$ cat config.mk
export PLATFORM = sky130hd
export DESIGN_NAME = ctrl_sequencer
export DESIGN_NICKNAME = d
export VERILOG_FILES = /design/src/rtl/cpu4_pkg.sv /design/src/rtl/ctrl_decode.sv /design/src/rtl/ctrl_sequencer.sv
export SDC_FILE = /design/constraint.sdc
export NUM_CORES = 1
export LEC_CHECK = 0
export CORE_MARGIN = 2
export CORE_UTILIZATION = 45
export DETAILED_ROUTE_END_ITERATION = 12
export PLACE_DENSITY = 0.9
export RECOVER_POWER = 100
export SETUP_SLACK_MARGIN = 0.05
export SKIP_LAST_GASP = 1
export SYNTH_ARGS = -nofsm -noshare
export SYNTH_HDL_FRONTEND = slang
export SYNTH_SLANG_ARGS = --single-unit
$ cat constraint.sdc
create_clock -name Clk -period 2.4 [get_ports Clk]
set_input_delay 0.6 -clock Clk [delete_from_list [all_inputs] [get_ports Clk]]
set_output_delay 0.6 -clock Clk [all_outputs]
set_load 0.01 [all_outputs]
$ cat src/rtl/cpu4_pkg.sv
// Shared definitions for the 4-bit core: opcode map, sequencer states and
// instruction field positions used by the controller and the ALU.
package cpu4_pkg;

    typedef enum logic [3:0] {
        OP_ADD  = 4'h0,
        OP_OR   = 4'h1,
        OP_AND  = 4'h2,
        OP_XOR  = 4'h3,
        OP_SUB  = 4'h4,
        OP_ADC  = 4'h5,
        OP_CMPA = 4'h6,
        OP_CMPB = 4'h7,
        OP_SHLA = 4'h8,
        OP_SHLB = 4'h9,
        OP_SHRA = 4'hA,
        OP_SHRB = 4'hB,
        OP_LDI  = 4'hC,
        OP_JMP  = 4'hD,
        OP_JZ   = 4'hE,
        OP_HLT  = 4'hF
    } op_e;

    typedef enum logic [2:0] {
        ST_FETCH  = 3'd0,
        ST_WAIT   = 3'd1,
        ST_DECODE = 3'd2,
        ST_EXEC   = 3'd3,
        ST_WB     = 3'd4,
        ST_HALT   = 3'd5
    } state_e;

    localparam int OP_HI  = 15;
    localparam int OP_LO  = 12;
    localparam int RD_HI  = 11;
    localparam int RD_LO  = 9;
    localparam int RA_HI  = 8;
    localparam int RA_LO  = 6;
    localparam int RB_HI  = 5;
    localparam int RB_LO  = 3;
    localparam int IMM_HI = 3;
    localparam int IMM_LO = 0;
    localparam int TGT_HI = 7;
    localparam int TGT_LO = 0;

    typedef struct packed {
        logic       is_alu;
        logic       is_ldi;
        logic       is_jmp;
        logic       is_jz;
        logic       is_hlt;
        logic [3:0] op;
        logic [2:0] rd;
        logic [2:0] ra;
        logic [2:0] rb;
        logic [3:0] imm;
        logic [7:0] target;
    } dec_t;

    function automatic logic is_alu_op(input logic [3:0] op);
        return (op <= OP_SHRB);
    endfunction

endpackage

$ cat src/rtl/ctrl_decode.sv
// Combinational instruction decode: splits the IR into register fields,
// immediate, jump target and a one-hot instruction class.
module ctrl_decode
    import cpu4_pkg::*;
(
    input  logic [15:0] ir,
    output dec_t        dec
);

    // Field extraction and instruction classification
    always_comb begin
        dec        = '0;
        dec.op     = ir[OP_HI:OP_LO];
        dec.rd     = ir[RD_HI:RD_LO];
        dec.ra     = ir[RA_HI:RA_LO];
        dec.rb     = ir[RB_HI:RB_LO];
        dec.imm    = ir[IMM_HI:IMM_LO];
        dec.target = ir[TGT_HI:TGT_LO];
        case (op_e'(ir[OP_HI:OP_LO]))
            OP_LDI:  dec.is_ldi = 1'b1;
            OP_JMP:  dec.is_jmp = 1'b1;
            OP_JZ:   dec.is_jz  = 1'b1;
            OP_HLT:  dec.is_hlt = 1'b1;
            default: dec.is_alu = is_alu_op(ir[OP_HI:OP_LO]);
        endcase
    end

endmodule

$ cat src/rtl/ctrl_sequencer.sv
// Fetch/decode/execute/writeback controller for the 4-bit core. Owns the
// program counter and the C/Z/S flag register.
module ctrl_sequencer
    import cpu4_pkg::*;
#(
    parameter int              PC_W   = 8,
    parameter logic [PC_W-1:0] RST_PC = {PC_W{1'b0}}
) (
    input  logic            Clk,
    input  logic            Rst,
    input  logic            Run,
    output logic [PC_W-1:0] Instr_Addr,
    output logic            Instr_Rd_En,
    input  logic            Instr_Valid,
    input  logic [15:0]     Instr_Data,
    output logic [2:0]      Rf_Addr_A,
    output logic [2:0]      Rf_Addr_B,
    output logic [2:0]      Rf_Wr_Addr,
    output logic [3:0]      Rf_Wr_Data,
    output logic            Rf_Wr_En,
    output logic [3:0]      Alu_Opcode,
    output logic            Alu_Carry_In,
    input  logic [3:0]      Alu_Result,
    input  logic            Alu_Carry,
    input  logic            Alu_Zero,
    input  logic            Alu_Sign,
    output logic            Flag_C,
    output logic            Flag_Z,
    output logic            Flag_S,
    output logic            Halted
);

    localparam logic [PC_W-1:0] PC_ONE = {{(PC_W-1){1'b0}}, 1'b1};

    state_e          state_r;
    state_e          state_next_s;
    logic [PC_W-1:0] pc_r;
    logic [15:0]     ir_r;
    logic [3:0]      res_r;
    logic            flag_c_r;
    logic            flag_z_r;
    logic            flag_s_r;
    dec_t            dec_s;
    logic [PC_W-1:0] pc_inc_s;
    logic [PC_W-1:0] pc_tgt_s;
    logic            rd_en_s;
    logic            wr_en_s;
    logic            halted_s;

    ctrl_decode u_decode (
        .ir  (ir_r),
        .dec (dec_s)
    );

    assign pc_inc_s = pc_r + PC_ONE;
    assign pc_tgt_s = PC_W'(dec_s.target);

    // State register
    always_ff @(posedge Clk or posedge Rst) begin
        if (Rst) begin
            state_r <= ST_FETCH;
        end else begin
            state_r <= state_next_s;
        end
    end

    // Next-state logic; Run is only looked at while idle in FETCH
    always_comb begin
        state_next_s = state_r;
        case (state_r)
            ST_FETCH:  state_next_s = Run ? ST_WAIT : ST_FETCH;
            ST_WAIT:   state_next_s = Instr_Valid ? ST_DECODE : ST_WAIT;
            ST_DECODE: state_next_s = dec_s.is_hlt ? ST_HALT : ST_EXEC;
            ST_EXEC:   state_next_s = (dec_s.is_alu || dec_s.is_ldi) ? ST_WB : ST_FETCH;
            ST_WB:     state_next_s = ST_FETCH;
            ST_HALT:   state_next_s = ST_HALT;
            default:   state_next_s = ST_FETCH;
        endcase
    end

    // Strobes decoded from state; the fetch pulse is suppressed while in reset
    always_comb begin
        rd_en_s  = 1'b0;
        wr_en_s  = 1'b0;
        halted_s = 1'b0;
        case (state_r)
            ST_FETCH: rd_en_s  = Run & ~Rst;
            ST_WB:    wr_en_s  = 1'b1;
            ST_HALT:  halted_s = 1'b1;
            default:  rd_en_s  = 1'b0;
        endcase
    end

    // IR capture, PC update, result and flag latching
    always_ff @(posedge Clk or posedge Rst) begin
        if (Rst) begin
            pc_r     <= RST_PC;
            ir_r     <= 16'h0000;
            res_r    <= 4'h0;
            flag_c_r <= 1'b0;
            flag_z_r <= 1'b0;
            flag_s_r <= 1'b0;
        end else begin
            case (state_r)
                ST_WAIT: begin
                    if (Instr_Valid) begin
                        ir_r <= Instr_Data;
                    end
                end
                ST_EXEC: begin
                    if (dec_s.is_alu) begin
                        res_r    <= Alu_Result;
                        flag_c_r <= Alu_Carry;
                        flag_z_r <= Alu_Zero;
                        flag_s_r <= Alu_Sign;
                        pc_r     <= pc_inc_s;
                    end else if (dec_s.is_ldi) begin
                        res_r <= dec_s.imm;
                        pc_r  <= pc_inc_s;
                    end else if (dec_s.is_jmp) begin
                        pc_r <= pc_tgt_s;
                    end else if (dec_s.is_jz) begin
                        // Z here is still the value left by the previous instruction
                        pc_r <= flag_z_r ? pc_tgt_s : pc_inc_s;
                    end else begin
                        pc_r <= pc_r;
                    end
                end
                default: pc_r <= pc_r;
            endcase
        end
    end

    assign Instr_Addr   = pc_r;
    assign Instr_Rd_En  = rd_en_s;
    assign Rf_Addr_A    = dec_s.ra;
    assign Rf_Addr_B    = dec_s.rb;
    assign Alu_Opcode   = dec_s.is_alu ? dec_s.op : 4'h0;
    assign Rf_Wr_Addr   = dec_s.rd;
    assign Rf_Wr_Data   = res_r;
    assign Rf_Wr_En     = wr_en_s;
    assign Alu_Carry_In = flag_c_r;
    assign Flag_C       = flag_c_r;
    assign Flag_Z       = flag_z_r;
    assign Flag_S       = flag_s_r;
    assign Halted       = halted_s;

endmodule

Word level (Yosys, flattened, before mapping)
Cells that the tools add are included.
- register bits after elaboration: 34
- input bits: 27
- word-level logic and storage cells: 50
- output and inout port bits: 32
- equal/unequal tests: 9
- reductions and logical operators: 9
- bitwise logic cells: 2
- mux-type cells: 21
- add/subtract/negate cells: 1
- magnitude comparators: 1
- operators by type and width (cell ; count):
    two-way mux 8 bit ; 5
    == test 4 bit (second input constant) ; 4
    one-hot mux 3 bit (5 select lines) ; 1
    two-way mux 4 bit ; 3
    two-way mux 1 bit ; 9
    adder 8 x 1 -> 8 bit (second input constant) ; 1
    AND reduction 2 bit ; 4
    == test 3 x 2 -> 1 bit (second input constant) ; 2
    == test 3 bit (second input constant) ; 2
    two-way mux 3 bit ; 2
    <= comparator 4 bit (second input constant) ; 1
    nonzero test 4 bit ; 1
    OR reduction 4 bit ; 1
    == test 3 x 1 -> 1 bit (second input constant) ; 1
    zero test 3 bit ; 1
    two-way mux 2 bit ; 1
    nonzero test 2 bit ; 1
    AND 1 bit ; 1
    logical OR 1 bit ; 1
    inverter 1 bit ; 1

Logic depth before layout (Yosys ltp)
- depth in word-level cells: 6
- mapped depth: 5
- gate-level depth less buffers: 5

By module
From an unflattened synthesis, not the netlist that was laid out.
- cell total of the unflattened synthesis: 176
- area total of the unflattened synthesis: 1898.1 µm²
- by module, submodules not included (module ; seq. area each (µm²) ; cells each ; times used ; area each (µm²)):
    ctrl_sequencer ; 850.8 ; 146 ; 1 ; 1665.3
    ctrl_decode ; 0.0 ; 30 ; 1 ; 232.7

Worst setup path after synthesis
No wires, ideal clock.
- path type: input -> output
- start: input port Rst
- end: output port Instr_Rd_En
- data required time: 1.800 ns
- buffers on the path: 0
- slack: 0.034 ns
- stages on the path: 3
- arrival time: 1.766 ns
- path through: inv_1 > nand3_1 > nor3_1
- word-level cells in the longest chain between the ends: 3
- RTL lines (element ; line ; RTL):
    start, declared ; ctrl_sequencer.sv:10 ; input logic Rst,
    inverter 1 bit ; ctrl_sequencer.sv:87 ; ST_FETCH: rd_en_s = Run & ~Rst;
    AND 1 bit ; ctrl_sequencer.sv:87 ;
    two-way mux 1 bit ; ctrl_sequencer.sv:86 ; case (state_r)
    end, declared ; ctrl_sequencer.sv:13 ; output logic Instr_Rd_En,
Every way passes these cells.

Worst setup path after layout
- start: register state_r[1]
- end: output port Halted
- word-level cells in the longest chain between the ends: 2
- RTL lines (element ; line ; RTL):
    start, declared ; ctrl_sequencer.sv:35 ; state_e state_r;
    start signal, assigned ; ctrl_sequencer.sv:63 ; state_r <= state_next_s;
    == test 3 bit ; ctrl_sequencer.sv:86 ;
    two-way mux 1 bit ; ctrl_sequencer.sv:86 ;
    end, declared ; ctrl_sequencer.sv:30 ; output logic Halted
Every way passes these cells.

==> results.yml <==
critical_path:
  path_cells: "nand2b_1 -> nor2_1 -> dlygate4sd3_1"
  cp_data_required_time_ns: 1.80
  cp-start-kind: "flop"
  arrival_ns: 1.64
  slowest_stage: "dlygate4sd3_1"
  path_class: "reg2out"
  cp_max_fo: 6
  max_stage_delay_ns: 0.61
  worstSetupEndpointType: "output port"
die:
  die-width_um: 65.38
  start_util_pct: 46.66
  fp.dieArea_mm2: 0.004275
  ios: 59
  core_area_mm2: 0.003633
  rows: 22
  die_h_um: 65.38
place:
  portBuffers: 58
  place_inst: 249
  dp.final_hpwl_mm: 2.622
  finalWeightedCongestion: 0.8523
synth:
  ys_ff_latch: 34
  syn_inst: 154
  syn_area_per_cell_um2: 11.01
  synthDistinctLibCells: 32
  synth_area_mm2: 0.001695
  yosys_warnings: 0
  ys_seq_area_share_pct: 50.18
  synth_fp_nets: 182
clock_network:
  cts_buffers: 5
  numClockSinks: 34
  h-tree-depth: 2
  hold_buffers: 0
  cts_tree: "done"
  root_buffer: "clkbuf_8"
  clk_path_buf_depth: 2
  clk_latency_ns: 0.29
  cts.clk_slew.worst_paths_ns: 0.07
  cts_setup_buffers: 0
sta:
  worst_slew_pin_slew_ns: 0.8325
  fmax_mhz: 446.4
  finalSetupViolations: 0
  grt_setup_unrepaired: "false"
  slew_headroom_pct: 44.50
  skew_ns: 0.007637
  final-hold-violation-count: 0
  layout_worst_path_cycle_share_pct: 93.34
  period_needed_ns: 2.240
  maxSlewViolCount: 0
  fin_hold_ws_ns: 0.4792
job:
  maxCapViolations: 0
power:
  leakagePower_uw: 0.001005
  p_per_area_mw_per_mm2: 1259
  finalPower_uw: 2933
  peakVddDrop_uv: 679.6
min_path:
  hp-class: "reg2reg"
layout:
  drive_above_1_share_pct: 15.31
  diodes: 0
  register_area_um2: 850.8
  area_growth_pct: 37.42
  fill_cells: 317
  fin_cells: 257
  multiInputGateArea_um2: 711.9
  fin_nets: 236
detailed_routing:
  drt_iter0_markers: 87
  viasPerCell: 5.265
  drt-pass1-iter-count: 4
  drtAntennaViolNets: 0
  finalWirelength_mm: 3.533
  routed-via-count: 1353
  avgRoutedWirePerCell_um: 13.75
  route.detailed.drc: 0
global_routing:
  grt_pass1_vias: 1326
  gr-total-overflow: 0
  antenna_found_initial: 0
  grt_max_degree: 35
  grtUsageTotal_pct: 18.89
  grt_pass1_wl_mm: 6.127
outcome:
  status: "complete, no violations"
-- registers in the layout, indices dropped and copies added, names as in the netlist --
| signal | flops |
|---|---|
| state_r | 3 |
| Flag_Z | 1 |
| Instr_Addr | 8 |
| Flag_S | 1 |
| ir_r | 16 |
| Alu_Carry_In | 1 |
| Rf_Wr_Data | 4 |
-- where the power goes --
part / switching [uW] / internal [uW] / total (uW)
Combinational: 602 / 759 / 1360
Clock: 198 / 231 / 430
Sequential: 282 / 861 / 1140
Total: 1080 / 1850 / 2930
-- synth_stat cells, drive strengths merged --
library cell   n  share of area (%)
or2            1               0.37
inv            4               0.89
nor2           6                1.3
o22ai          3                1.1
a21oi          6                1.8
and3           1               0.37
buf           15                6.9
a22oi          2               0.89
and3b          1               0.52
a2bb2oi        3                1.6
nand2b         1               0.37
nand2         13                2.9
o311ai         1               0.52
nand3          5                1.5
and4           1               0.52
ha             1               0.74
a21o           1               0.44
and2           4                1.6
o21ai         11                3.2
mux2          19                 13
nor2b          4                1.5
o211ai         3                1.3
o32ai          2                1.0
nor3           2               0.59
a31oi          1               0.37
dfrtp         34                 50
mux2i          6                3.8
nand4          3                1.1
-- cell usage in the layout, fill, tap and decap left out, types with 2 or more instances in the layout --
cell type and count:
clkbuf_1 3, a21oi_1 6, nor2b_1 4, nand3_1 5, a22oi_1 2, a2bb2oi_1 3, nand4_1 3, o22ai_1 3
o21ai_0 11, o32ai_1 2, o211ai_1 3, dfrtp_1 34, dlygate4sd3_1 32, clkdlybuf4s50_1 25, nor2_1 6, nor3_1 2
mux2i_1 5, mux2_2 19, and2_2 2, nand2_1 13, clkbuf_8 6, inv_1 3
-- per-layer routing --
layer	track usage, %	wire, um
met2	30.23	1674
met5	0	0
met4	6.250	48
met3	5.822	198
met1	24.44	1611
-- through the flow --
step	setup TNS (ns)	area [um2]	util, %	setup WS [ns]
detailed placement	-0.1012	2252	61.98	-0.1012
global route	0	2330	64.12	0.05918
floorplan	0	1699	-	0.3982
finish	0	2330	64.12	0.1599
CTS	0	2342	64.46	0.1728
global placement	-0.09912	2252	61.98	-0.09912
-- critical path: cells and delay by family, from the launching register on --
kind | cells | cell delay [ns]
buf+inv | 1 | 0.61
flops | 1 | 0.43
simple gates | 2 | 0.32
-- final cells by class --
class                           count  area share, %
Clock buffer                        7          3.706
Clock inverter                      1         0.2148
Inverter                            4         0.6982
Multi-Input combinational cell    101          30.56
Sequential cell                    34          36.52
Tap cell                           48          2.578
Timing Repair Buffer               62          25.73
-- timing repair --
action,4_1_cts,5_1_grt
resized for setup,1,0
setup endpoints to repair,1,0
endpoints found under the hold margin,0,0
-- cells by family (layout without fill, tap and decap cells) --
family | Yosys count | count (layout) | share of synthesized area, %
buf+inv | 19 | 74 | 7.822
mux | 25 | 25 | 16.38
compound gates | 33 | 33 | 12.25
flops | 34 | 34 | 50.18
simple gates | 42 | 42 | 12.62
fa+ha+maj | 1 | 1 | 0.7379
-- final timing paths --
check,from,endpoint,cells after the start,slack [ns]
setup / recovery,state_r[1]$_DFF_PP0_,Halted,3,0.16
hold / removal,Rf_Wr_Data[1]$_DFFE_PP0P_,Rf_Wr_Data[1]$_DFFE_PP0P_,2,0.48
setup reg to reg,ir_r[15]$_DFFE_PP0P_,Instr_Addr[2]$_DFFE_PP0P_,5,0.37
hold reg to reg,Rf_Wr_Data[1]$_DFFE_PP0P_,Rf_Wr_Data[1]$_DFFE_PP0P_,2,0.48
max in group asynchronous,Rst,Flag_S$_DFFE_PP0P_,3,0.92
min in group asynchronous,Rst,Rf_Wr_Data[0]$_DFFE_PP0P_,3,0.95
No activity file was read; power rests on OpenSTA's default activity.
